<file path="src/rtl/pic_pkg.sv">
// Shared types and constants for the 8259 INTA responder: FSM encoding,
// default pulse/gap lengths and the phase counter width.
package pic_pkg;

  localparam int PULSE_CYCLES_DEF = 2;
  localparam int GAP_CYCLES_DEF   = 1;
  localparam int INTA_CNT_W       = 4;

  typedef enum logic [2:0] {
    IDLE,
    ACK1,
    GAP,
    ACK2,
    PRESENT
  } inta_state_t;

  // INTA_N is driven low only while acknowledging.
  function automatic logic is_ack_state(inta_state_t s);
    return (s == ACK1) || (s == ACK2);
  endfunction

endpackage

</file>
<file path="src/rtl/int_sync.sv">
// Two-flop synchronizer bringing the PIC INT line into the CLK domain;
// both flops clear on synchronous RST.
module int_sync (
  input  logic CLK,
  input  logic RST,
  input  logic i_async,
  output logic o_sync
);

  logic r_s1;
  logic r_s2;

  always_ff @(posedge CLK) begin
    if (RST) begin
      r_s1 <= 1'b0;
      r_s2 <= 1'b0;
    end else begin
      r_s1 <= i_async;
      r_s2 <= r_s1;
    end
  end

  assign o_sync = r_s2;

endmodule

</file>
<file path="src/rtl/int_ack_sequencer.sv">
// CPU-side 8259 responder: runs the two-pulse INTA cycle, captures the vector
// and offers it over valid/ready. Optional feature macro: INTA_SPURIOUS_EN.
module int_ack_sequencer
  import pic_pkg::*;
#(
  parameter int PULSE_CYCLES = PULSE_CYCLES_DEF,
  parameter int GAP_CYCLES   = GAP_CYCLES_DEF
) (
  input  logic       CLK,
  input  logic       RST,
  input  logic       INT,
  input  logic       IE,
  input  logic [7:0] DATA,
  output logic       INTA_N,
  output logic       BUSY,
  output logic [7:0] VEC,
  output logic       VEC_VALID,
  input  logic       VEC_READY,
  output logic       SPURIOUS
);

  localparam logic [INTA_CNT_W-1:0] PULSE_LOAD = INTA_CNT_W'(PULSE_CYCLES);
  localparam logic [INTA_CNT_W-1:0] GAP_LOAD   = INTA_CNT_W'(GAP_CYCLES);
  localparam logic [INTA_CNT_W-1:0] CNT_ONE    = INTA_CNT_W'(1);

  logic                  w_s2;
  inta_state_t           r_state;
  inta_state_t           w_state_next;
  logic [INTA_CNT_W-1:0] r_cnt;
  logic [INTA_CNT_W-1:0] w_cnt_next;
  logic                  w_cnt_last;
  logic                  w_capture;
  logic                  w_busy;
  logic                  w_vec_valid;
  logic                  w_inta_n_next;
  logic                  r_inta_n;
  logic [7:0]            r_vec;

  int_sync u_int_sync (
    .CLK     (CLK),
    .RST     (RST),
    .i_async (INT),
    .o_sync  (w_s2)
  );

  assign w_cnt_last = (r_cnt == CNT_ONE);

  // State register; INTA_N is registered from the next state so it tracks
  // the registered state exactly with no combinational glitching.
  always_ff @(posedge CLK) begin
    if (RST) begin
      r_state  <= IDLE;
      r_cnt    <= '0;
      r_inta_n <= 1'b1;
    end else begin
      r_state  <= w_state_next;
      r_cnt    <= w_cnt_next;
      r_inta_n <= w_inta_n_next;
    end
  end

  always_comb begin
    w_state_next = r_state;
    w_cnt_next   = r_cnt;
    case (r_state)
      IDLE: begin
        if (w_s2 && IE) begin
          w_state_next = ACK1;
          w_cnt_next   = PULSE_LOAD;
        end
      end
      ACK1: begin
        if (w_cnt_last) begin
          w_state_next = GAP;
          w_cnt_next   = GAP_LOAD;
        end else begin
          w_cnt_next = r_cnt - CNT_ONE;
        end
      end
      GAP: begin
        if (w_cnt_last) begin
          w_state_next = ACK2;
          w_cnt_next   = PULSE_LOAD;
        end else begin
          w_cnt_next = r_cnt - CNT_ONE;
        end
      end
      ACK2: begin
        if (w_cnt_last) begin
          w_state_next = PRESENT;
          w_cnt_next   = '0;
        end else begin
          w_cnt_next = r_cnt - CNT_ONE;
        end
      end
      PRESENT: begin
        if (VEC_READY) begin
          w_state_next = IDLE;
        end
      end
      default: begin
        w_state_next = IDLE;
        w_cnt_next   = '0;
      end
    endcase
  end

  always_comb begin
    w_busy        = (r_state != IDLE);
    w_vec_valid   = (r_state == PRESENT);
    w_inta_n_next = ~is_ack_state(w_state_next);
    w_capture     = (r_state == ACK2) && w_cnt_last;
  end

  always_ff @(posedge CLK) begin
    if (RST) begin
      r_vec <= 8'h00;
    end else if (w_capture) begin
      r_vec <= DATA;
    end
  end

`ifdef INTA_SPURIOUS_EN
  logic r_spur_flag;
  logic r_spurious;

  // INT already gone by the end of ACK1 marks the request as spurious.
  always_ff @(posedge CLK) begin
    if (RST) begin
      r_spur_flag <= 1'b0;
      r_spurious  <= 1'b0;
    end else begin
      if ((r_state == ACK1) && w_cnt_last) begin
        r_spur_flag <= w_s2;
      end
      if (w_capture) begin
        r_spurious <= ~r_spur_flag;
      end
    end
  end

  assign SPURIOUS = r_spurious;
`else
  assign SPURIOUS = 1'b0;
`endif

  assign INTA_N    = r_inta_n;
  assign BUSY      = w_busy;
  assign VEC       = r_vec;
  assign VEC_VALID = w_vec_valid;

endmodule

</file>
<file path="config.mk">
export PLATFORM = sky130hd
export DESIGN_NAME = int_ack_sequencer
export DESIGN_NICKNAME = d
export VERILOG_FILES = /design/src/rtl/pic_pkg.sv /design/src/rtl/int_sync.sv /design/src/rtl/int_ack_sequencer.sv
export SDC_FILE = /design/constraint.sdc
export NUM_CORES = 1
export LEC_CHECK = 0
export BUFFER_PORTS_ARGS = -buffer_cell sky130_fd_sc_hd__buf_2
export CORE_MARGIN = 1
export CORE_UTILIZATION = 43
export CTS_BUF_LIST = sky130_fd_sc_hd__clkbuf_16
export CTS_CLUSTER_DIAMETER = 100
export CTS_CLUSTER_SIZE = 40
export DETAILED_ROUTE_END_ITERATION = 10
export GPL_TIMING_DRIVEN = 0
export MAX_ROUTING_LAYER = met4
export PLACE_DENSITY = 0.72
export SLEW_MARGIN = 25
export SYNTH_ARGS = -nofsm -noshare
export SYNTH_HDL_FRONTEND = slang
export SYNTH_HIERARCHICAL = 1
export SYNTH_SLANG_ARGS = --single-unit
</file>
<file path="constraint.sdc">
create_clock -name CLK -period 1.7 [get_ports CLK]
set_clock_uncertainty 0.05 [all_clocks]
set_input_delay 0.17 -clock CLK [delete_from_list [all_inputs] [get_ports CLK]]
set_output_delay 0.17 -clock CLK [all_outputs]
set_load 0.02 [all_outputs]
</file>
# ---- Word level (Yosys, flattened, before mapping)
# Cells that the tools add are included.
# W data, S select, Z words.
dict set report totals {
  reg_bits 18
  word_cells 34
}
dict set report classes {
  addsub 1
  n_eq_ne 8
  mux 11
  bitwise 2
  reduce_logical 6
}
# cell count
set ops {}
lappend ops {{$pmux W4 S5} 1}
lappend ops {{$mux W4} 4}
lappend ops {{$mux W3} 5}
lappend ops {{$pmux W3 S5} 1}
lappend ops {{$eq A3 B2 Y1 const B} 3}
lappend ops {{$eq A3 B1 Y1 const B} 2}
lappend ops {{$eq A4 B1 Y1 const B} 1}
lappend ops {{$sub A4 B1 Y4 const B} 1}
lappend ops {{$eq A3 B3 Y1 const B} 1}
lappend ops {{$logic_not A3 Y1} 1}
lappend ops {{$reduce_bool A3 Y1} 1}
lappend ops {{$logic_and A1 B1 Y1} 2}
lappend ops {{$ne A2 B2 Y1 const B} 1}
lappend ops {{$not A1 Y1} 2}
lappend ops {{$reduce_and A2 Y1} 1}
lappend ops {{$logic_or A1 B1 Y1} 1}

# ---- Depth between registers and ports, before layout
# Gate-level depths: netlist of the first run.
dict set report logic_depth {
  word_depth 6
  depth_mapped 7
  depth_no_buf 6
}

# ---- Modules after synthesis
# The synthesis of the first run kept the hierarchy.
# module n_inst cells_each area_per_inst_um2 seq_area_each_um2
set by_module_without_submodules {}
lappend by_module_without_submodules {int_ack_sequencer 1 83 730.7 320.3}
lappend by_module_without_submodules {int_sync 1 4 52.6 40.0}

# ---- Least setup slack after synthesis of the first run
# No wires, ideal clock.
dict set report synth_timing {
  path_kind {register to register}
  start {register r_cnt[0]}
  end {register r_vec[0], in the netlist VEC[0]}
  setup_ps 128
  arrival_time_ps 1467
  required_ps 1522
  path_slack_ps 55
  path_stages_with_launch 7
  path_buffers 1
  synth_period_minus_slack_ps 1645
  path_cell_list {dfxtp_1 -> ha_1 -> or3b_4 -> nor3_2 -> buf_6 -> mux2i_1 -> nor2_1}
}
dict set report synth_via {
  elab_chain_len 2
}
# item line
set synth_lines {}
lappend synth_lines {{start, declared} int_ack_sequencer.sv:29} ;# logic [INTA_CNT_W-1:0] r_cnt;
lappend synth_lines {{start signal, assigned} int_ack_sequencer.sv:57} ;# r_cnt <= w_cnt_next;
lappend synth_lines {{$eq A4 B1 Y1} int_ack_sequencer.sv:46} ;# assign w_cnt_last = (r_cnt == CNT_ONE);
lappend synth_lines {{$logic_and A1 B1 Y1} int_ack_sequencer.sv:112} ;# w_capture = (r_state == ACK2) && w_cnt_last;
lappend synth_lines {{end signal, assigned} int_ack_sequencer.sv:117} ;# r_vec <= 8'h00;
lappend synth_lines {{end signal, assigned} int_ack_sequencer.sv:119} ;# r_vec <= DATA;
lappend synth_lines {{end, declared} int_ack_sequencer.sv:37} ;# logic [7:0] r_vec;
# No other way between the ends.
# A chain may end at the register's enable or synchronous reset.

# ---- Final worst setup path of the first run
dict set report layout_timing {
  start {register r_cnt[1]}
  end {register r_vec[1], in the netlist VEC[1]}
}
# Same word-level chain as after synthesis.

==> flow_summary.json, run 1 <==
{
  "status": "complete, but fails checks",
  "violations": "negative setup slack",
  "coreArea_um2": 1708,
  "r2r_slack_ns": -0.04,
  "rows": 15,
  "synth_cells": 87,
  "power.density_nw_per_um2": 935.8,
  "drc": 0,
  "irDropWorstVdd_mv": 0.5952,
  "grt_pass1_vias": 599,
  "drtPass1Iterations": 4,
  "worstHoldPathType": "primary input to flop",
  "area_growth_pct": 35.46,
  "crit_slowest_cell": "or3b_4",
  "crit_fanout": 5,
  "synth_area_um2": 783.3,
  "finalCriticalPeriod_ns": 1.741,
  "ys_top_cells_by_area": "dfxtp_1 (46%), mux2i_1 (10%), nor2_1 (6.7%), nor3_1 (3.8%), ha_1 (3.2%)",
  "gr-usage-all-layers_pct": 18.47,
  "fin_ws_ns": -0.04116,
  "slowest_delay_ns": 0.40,
  "maxSlewViolCount": 0,
  "cts.clk_slew.worst_paths_ns": 0.05,
  "place.gp.congestion": 0.7238,
  "fillerInstances": 142,
  "synth_cell_types": 30,
  "clockBufferDepth": 2,
  "worstPathRequired_ns": 1.77,
  "syn_nets": 102,
  "clkLatencyLatePin_ns": 0.25,
  "synth-edff-count": 0,
  "post-place-ws_ns": -0.07659,
  "viasPerCell": 4.768,
  "wl_per_cell_um": 10.95,
  "postRouteAntennaNets": 0,
  "grt_max_degree": 11,
  "synth_area_per_cell_um2": 9.003,
  "diodes": 0,
  "io_pins": 25,
  "cts_buffers": 3,
  "ys_warn_count": 6,
  "r2r-start": "r_cnt[1]",
  "portBuffers": 23,
  "fin_nets": 133,
  "wl_mm": 1.555,
  "h-tree-depth": 1,
  "vias": 677,
  "cp_data_arrival_time_ns": 1.82,
  "rr_endpoint": "VEC[1]",
  "drive_gt1_share_pct": 33.33,
  "fmax_mhz": 574.3,
  "crit_path_start_kind": "flop",
  "fin_crit_sh_pct": 102.4,
  "fp.dieH_um": 44.68,
  "hp-start": "INT",
  "cts.sinks": 18,
  "finalHoldViolCount": 0,
  "rr_worst_depth": 7,
  "rsz0062_at_grt": "true",
  "cts-root-buf": "clkbuf_16",
  "crit_path_end_kind": "flop",
  "setup_violations": 8,
  "synth_top_area_share_pct": 46.01,
  "yosysSeqAreaShare_pct": 46.01,
  "dieArea_um2": 1996,
  "synth-main-ff-cell": "dfxtp_1",
  "overflow": 0,
  "p_total_mw": 0.9929,
  "finalSetupTns_ns": -0.1914,
  "cts_tree": "done",
  "synth-seq-cells": 18,
  "leakagePower_nw": 0.4650,
  "grt_pass1_wl_mm": 2.532,
  "antenna_found_initial": 0,
  "synth_top_area_cell": "dfxtp_1",
  "die_x_um": 44.68,
  "cp_cell_sequence": "inv_2 -> ha_4 -> or3b_4 -> nor3_4 -> buf_6 -> mux2i_1 -> nor2_1",
  "holdPathEnd": "u_int_sync/r_s1",
  "initial_core_util_pct": 45.86,
  "drt_iter0_drc": 15,
  "fin_util_pct": 62.12,
  "synth-async-reset-ratio_pct": 0,
  "cp_top_family": "simple AND/OR/NAND/NOR gates",
  "critPathKind": "flop to flop",
  "maxCapViolCount": 0,
  "hpwl_mm": 1.039,
  "cp_num_buf_inv": 2,
  "timing.hold.worst_path_depth": 2
}
routing by layer:
| layer | vias to the layer above | GRT usage (%) | routed length, µm |
|---|---|---|---|
| met2 | 22 | 26.47 | 727 |
| met1 | 302 | 24.37 | 724 |
| met3 | 3 | 4.082 | 75 |
| li1 | 350 | - | - |
| met4 | 0 | 9.091 | 28 |
| met5 | - | - | 0 |
Yosys cell counts, types with 2 or more instances:
master    instances
a21oi_1           2
nor3_1            6
inv_1             3
clkbuf_1          2
dfxtp_1          18
ha_1              2
nand2_1           4
nor2b_1           2
nand2b_1          2
and3_1            2
or3_1             2
nor2_1           14
o21ai_0           4
mux2i_1           8
how the worst max path moves through the flow:
stage / from / to / slack (ns) / cells past startpoint
after floorplan: r_cnt[0] / VEC[0] / 0.06 / 6
after global routing: r_cnt[1] / VEC[1] / -0.14 / 7
after global placement: r_cnt[0] / VEC[1] / -0.06 / 6
final: r_cnt[1] / VEC[1] / -0.04 / 7
after CTS: r_cnt[0] / VEC[1] / 0.008 / 6
after detailed placement: r_cnt[0] / VEC[1] / -0.08 / 6
per-stage QoR:
| stage | instances | hold slack, ns | cell area (µm²) |
|---|---|---|---|
| after CTS | 142 | 0.07711 | 1046 |
| after global routing | 142 | 0.09252 | 1061 |
| after global placement | 135 | 0.3290 | 929.6 |
| after detailed placement | 135 | 0.3351 | 929.6 |
| after floorplan | 87 | 0.1916 | 783.3 |
| final | 142 | 0.07775 | 1061 |
placed cells by master, fill, tap and decap left out, types with 2 or more instances in the layout:
master	instances
a21oi_1	2
and3_1	2
buf_2	24
buf_4	3
buf_6	2
clkbuf_1	2
clkbuf_16	3
dfxtp_1	16
inv_1	2
mux2i_1	8
nand2_1	4
nand2b_1	2
nor2_1	13
nor2b_1	2
nor3_1	6
o21ai_0	4
or3_1	2
flip-flops by register name, indices dropped and copies added (netlist names):
signal and cells:
VEC 8, r_cnt 4, r_state 3, INTA_N 1, u_int_sync/o_sync 1, u_int_sync/r_s1 1
cell families (layout without fill, tap and decap cells):
| family | count (synthesis) | in the layout | synth area share (%) |
|---|---|---|---|
| AO/OA/AOI/OAI | 10 | 10 | 7.988 |
| other | 1 | 1 | 0.4788 |
| AND/OR/NAND/NOR | 39 | 39 | 25.56 |
| multiplexers | 8 | 8 | 10.22 |
| flip-flops | 18 | 18 | 46.01 |
| buffers and inverters | 8 | 38 | 5.431 |
| XOR/XNOR | 1 | 1 | 1.118 |
| adder cells (fa/ha/maj) | 2 | 2 | 3.194 |
power breakdown:
part           internal, mW  total (mW)  switching [mW]
logic                0.0376      0.0771          0.0395
clock network         0.313       0.475           0.162
registers             0.432       0.441         0.00909
total                 0.782       0.993           0.211
cell type report:
class	instances	area, µm²	share of cell area (%)
Buffer	5	31.28	2.948
Clock buffer	3	75.07	7.075
Clock inverter	1	3.754	0.3538
Inverter	3	11.26	1.061
Multi-Input combinational cell	61	401.6	37.85
Sequential cell	18	365.4	34.43
Tap cell	25	31.28	2.948
Timing Repair Buffer	26	141.4	13.33
worst reg2reg max path, cell delays in order (launching register included):
cell and delay [ns]:
dfxtp_2 0.33, inv_2 0.08, ha_4 0.13, or3b_4 0.40, nor3_4 0.23, buf_6 0.16
mux2i_1 0.19, nor2_1 0.05
what timing repair did:
action | CTS | global route
hold buffers | 0 | 0
endpoints found under the setup margin | 8 | 9
pin swaps | 1 | 1
gates resized for setup | 7 | 3
gates cloned | 1 | 0
buffers inserted | 2 | 0
Power figures use the tool's default switching activity.
==> run 2: changes to the inputs <==
- CELL_PAD_IN_SITES_DETAIL_PLACEMENT: not set -> 0
- CELL_PAD_IN_SITES_GLOBAL_PLACEMENT: not set -> 2
- CORE_UTILIZATION: 43 -> 25
- PLACE_DENSITY: 0.72 -> not set
- PLACE_DENSITY_LB_ADDON: not set -> 0.1
==> run 2 against run 1 <==
  * Combinational power up 6.7%
  * The run ends with design-rule violations left
  * Via count up 0.59%
  * Wire length up 7.7%
  * Die area up 68%
  * Global-route usage down 7.8 points
  * Clock power down 2%
==> flow_summary.json, run 2 (synthesized netlist as in run 1, its figures left out) <==
{
  "status": "complete, but fails checks",
  "violations": "design-rule violations",
  "coreArea_um2": 2853,
  "crit_fanout": 5,
  "cts.sinks": 18,
  "vias": 681,
  "hpwl_mm": 1.180,
  "portBuffers": 23,
  "antenna_found_initial": 0,
  "postRouteAntennaNets": 0,
  "cts_hold_buf": 0,
  "crit_path_start_kind": "flop",
  "h-tree-depth": 1,
  "fmax_mhz": 601.6,
  "gr-usage-all-layers_pct": 10.64,
  "finalCriticalPeriod_ns": 1.662,
  "fin_nets": 135,
  "viasPerCell": 4.570,
  "rsz0062_at_grt": "true",
  "wl_mm": 1.675,
  "layout_commonest_cell": "buf_2",
  "clkLatencyLatePin_ns": 0.25,
  "grt_pass1_vias": 554,
  "cts-root-buf": "clkbuf_16",
  "fin_crit_sh_pct": 97.78,
  "fp.dieH_um": 57.98,
  "r2r-start": "r_cnt[1]",
  "clockBufferDepth": 2,
  "seq_area_um2": 365.4,
  "finalNonFillerCells": 149,
  "power.density_nw_per_um2": 914.1,
  "grt_max_degree": 11,
  "cts_tree": "done",
  "worstHoldPathType": "primary input to flop",
  "setup_violations": 0,
  "crit_path_end_kind": "flop",
  "area_growth_pct": 37.86,
  "critPathLaunch": "r_cnt[1]",
  "critPathKind": "flop to flop",
  "initial_core_util_pct": 27.46,
  "cp_data_arrival_time_ns": 1.73,
  "die_x_um": 57.98,
  "io_pins": 25,
  "diodes": 0,
  "drtPass1Iterations": 7,
  "rows": 19,
  "maxCapViolCount": 0,
  "finalSetupTns_ns": 0,
  "worstPathRequired_ns": 1.77,
  "overflow": 0,
  "fillerInstances": 305,
  "grt_pass1_wl_mm": 2.594,
  "place.gp.congestion": 0.7487,
  "dp_cells": 141,
  "leakagePower_nw": 0.4731,
  "drc": 2,
  "hp-start": "INT",
  "cts.clk_slew.worst_paths_ns": 0.05,
  "maxSlewViolCount": 0,
  "fin_util_pct": 37.85,
  "cts_buffers": 3,
  "largest_reg_flops": 8,
  "drive_gt1_share_pct": 34.75,
  "multi_input_area_um2": 401.6,
  "drt_iter0_drc": 17,
  "finalHoldViolCount": 0,
  "final_cell_mix": "buf_2 (24), dfxtp_1 (16), nor2_1 (13)",
  "holdWs_ns": 0.08561,
  "wl_per_cell_um": 11.24,
  "irDropWorstVdd_mv": 0.5706,
  "dieArea_um2": 3361
}
-- run 2: changes by cell type in the layout (fill, tap and decap cells not counted) --
cell	previous run	this run
clkinv_1	1	0
buf_4	3	5
-- run 2: path summary, 6_finish.rpt --
path | to | slack [ns] | cells after the start
setup / recovery | VEC[0] | 0.04 | 7
hold reg to reg | u_int_sync/o_sync | 0.39 | 1
hold / removal | u_int_sync/r_s1 | 0.09 | 2
setup reg to reg | VEC[0] | 0.04 | 7
-- run 2: metrics by stage --
step                power [mW]  worst slack (ns)  instance area, µm²
floorplan               0.4921           0.05538               783.3
global placement        0.5199          -0.09828               937.1
detailed placement      0.5201           -0.1153               937.1
CTS                     0.9971           0.01140                1056
global route             1.029          -0.07156                1080
finish                  0.9871           0.03767                1080
-- run 2: final cells by class --
type                       instances  share of cell area [%]
buffer                             5                   2.897
sequential                        18                   33.84
multi-input combinational         61                   37.20
timing repair buffer              28                   14.48
clock buffer                       3                   6.952
tap                               31                   3.592
inverter                           3                   1.043
-- run 2: worst max-delay path, cell delays in order, from the launching register on --
cell and delay, ns:
dfxtp_2 0.33, inv_2 0.07, ha_4 0.12, or3b_4 0.40, nor3_4 0.16, buf_6 0.16, mux2i_1 0.19, nor2_1 0.05
-- run 2: layer usage --
metal | track usage [%] | vias to the layer above | share of wire [%]
met4 | 1.020 | 0 | 0
met5 | - | - | 0
met2 | 15.27 | 20 | 44
met1 | 14.33 | 303 | 50
met3 | 4.688 | 0 | 6.0
li1 | - | 358 | -
-- run 2: power breakdown --
group	internal [mW]	total, mW	switching (mW)
sequential	0.432	0.441	0.00884
clock	0.309	0.464	0.155
combinational	0.0409	0.0823	0.0414
total	0.782	0.987	0.205
-- run 2: what timing repair did --
action / 4_1_cts / 5_1_grt
resized for setup: 7 / 3
gates cloned: 1 / 0
endpoints found under the setup margin: 9 / 8
buffers inserted: 3 / 1
pin swaps: 1 / 0
==> run 3: changes to the inputs <==
- SETUP_SLACK_MARGIN: not set -> 0.3
==> run 3 against run 2 <==
  * The run still ends with design-rule violations left
  * Combinational power grew 25%
  * Via count grew 6.2%
  * Sequential share of layout area shrank 3.4 points
  * Sequential power is essentially flat
  * Critical path type unchanged
  * Largest cell class unchanged
  * Largest power group unchanged
==> flow_summary.json, run 3 (synthesized netlist as in run 1, its figures left out) <==
{
  "rsz0062_at_grt": "true",
  "place.gp.congestion": 0.6912,
  "worstPathRequired_ns": 1.77,
  "p_seq_share_pct": 43.5,
  "cp_data_arrival_time_ns": 1.73,
  "cts_tree": "done",
  "combPwrFrac_pct": 10.2,
  "area_growth_pct": 54.47,
  "post-place-ws_ns": 0.02907,
  "viasPerCell": 4.635,
  "switching_share_pct": 21.40,
  "layout_commonest_cell": "buf_2",
  "finalHoldViolCount": 0,
  "grt_pass1_vias": 648,
  "met1_usage_pct": 14.66,
  "die_x_um": 57.98,
  "hpwl_mm": 1.210,
  "status": "complete, but fails checks",
  "p_total_mw": 1.016,
  "irDropWorstVdd_mv": 0.6209,
  "gr-usage-all-layers_pct": 12.05,
  "finalNonFillerCells": 156,
  "fmax_mhz": 602.2,
  "cts.clk_slew.worst_paths_ns": 0.05,
  "holdWs_ns": 0.07777,
  "worstHoldPathType": "primary input to flop",
  "vias": 723,
  "antenna_found_initial": 0,
  "finalSetupTns_ns": 0,
  "cts.sinks": 18,
  "power.density_nw_per_um2": 840.1,
  "largest_reg_flops": 8,
  "coreArea_um2": 2853,
  "cts-root-buf": "clkbuf_16",
  "fin_util_pct": 42.41,
  "switchingPower_mw": 0.2175,
  "grt_pass1_wl_mm": 2.939,
  "finalCriticalPeriod_ns": 1.661,
  "maxCapViolCount": 0,
  "setup_violations": 0,
  "critPathKind": "flop to flop",
  "clockBufferDepth": 2,
  "cts_buffers": 3,
  "drtPass1Iterations": 7,
  "crit_path_start_kind": "flop",
  "wl_per_cell_um": 11.86,
  "grt.busiest_layer": "met2",
  "fin_ws_ns": 0.03932,
  "fin_area_um2": 1210,
  "violations": "design-rule violations",
  "grt_max_degree": 11,
  "io_pins": 25,
  "dp_cells": 141,
  "crit_slowest_cell": "or3b_4",
  "final_cell_mix": "buf_2 (21), dfxtp_1 (14), nor2_1 (13)",
  "diodes": 0,
  "placed_area_um2": 954.7,
  "internal_power_mw": 0.7988,
  "fin_nets": 141,
  "initial_core_util_pct": 27.46,
  "drt_iter0_drc": 12,
  "maxSlewViolCount": 0,
  "wl_mm": 1.850,
  "crit_path_end_kind": "flop",
  "slowest_delay_ns": 0.39,
  "h-tree-depth": 1,
  "fin_crit_sh_pct": 97.69,
  "dieArea_um2": 3361,
  "drc": 3,
  "global_route.usage.met3_pct": 4.018,
  "clkLatencyLatePin_ns": 0.25,
  "power.share.clock_pct": 46.4,
  "overflow": 0,
  "postRouteAntennaNets": 0,
  "leakagePower_nw": 0.5176,
  "crit_fanout": 5,
  "fp.dieH_um": 57.98,
  "drive_gt1_share_pct": 46.40,
  "cp_cell_sequence": "inv_2 -> ha_4 -> or3b_4 -> nor3_4 -> buf_6 -> mux2i_1 -> nor2_1",
  "use_met2_pct": 19.21,
  "portBuffers": 23,
  "rows": 19
}
run 3: cell count changes in the layout (fill, tap and decap cells not counted), moves of 2 or more:
cell,previous run,this run
buf_2,24,21
buf_4,5,10
buf_6,2,6
and3_4,0,2
dfxtp_1,16,14
and3_1,2,0
o21ai_1,0,2
o21ai_0,4,2
dfxtp_2,1,3
run 3: repair_timing:
item / in CTS / in global routing
cloned: 1 / 0
pin swaps: 1 / 3
gates resized for setup: 11 / 16
setup buffers: 5 / 5
setup endpoints to repair: 12 / 15
hold buffers: 0 / 0
run 3: area by class of cell:
type	instances	area, µm²
timing repair buffer	34	217.7
clock inverter	1	3.754
clock buffer	3	75.07
sequential	18	367.9
tap	31	38.79
inverter	3	11.26
fill	301	1643
buffer	5	38.79
multi-input combinational	61	456.7
run 3: final timing paths:
check	start	endpoint	slack [ns]	cells past startpoint
min	INT	u_int_sync/r_s1	0.08	2
max reg2reg	r_cnt[1]	VEC[1]	0.04	7
max	r_cnt[1]	VEC[1]	0.04	7
min reg2reg	u_int_sync/r_s1	u_int_sync/o_sync	0.41	1
run 3: critical path, delay by kind of cell (launching register included):
| kind | cells | cell delay [ns] |
|---|---|---|
| adder cells (fa/ha/maj) | 1 | 0.12 |
| buffers and inverters | 2 | 0.23 |
| flip-flops | 1 | 0.33 |
| multiplexers | 1 | 0.18 |
| AND/OR/NAND/NOR | 3 | 0.61 |
run 3: per-layer routing:
layer | vias to the layer above | routed length [µm] | part of all wire, %
met5 | - | 0 | 0
met4 | 0 | 13 | 0.70
met3 | 2 | 74 | 4.0
met2 | 18 | 913 | 49
met1 | 332 | 849 | 46
li1 | 371 | - | -
run 3: power groups by stage:
stage	Sequential (mW)	Combinational (mW)	Clock (mW)
global route	0.443	0.116	0.506
CTS	0.440	0.0863	0.487
detailed placement	0.449	0.0745	0
finish	0.442	0.103	0.471
global placement	0.449	0.0730	0
floorplan	0.448	0.0459	0
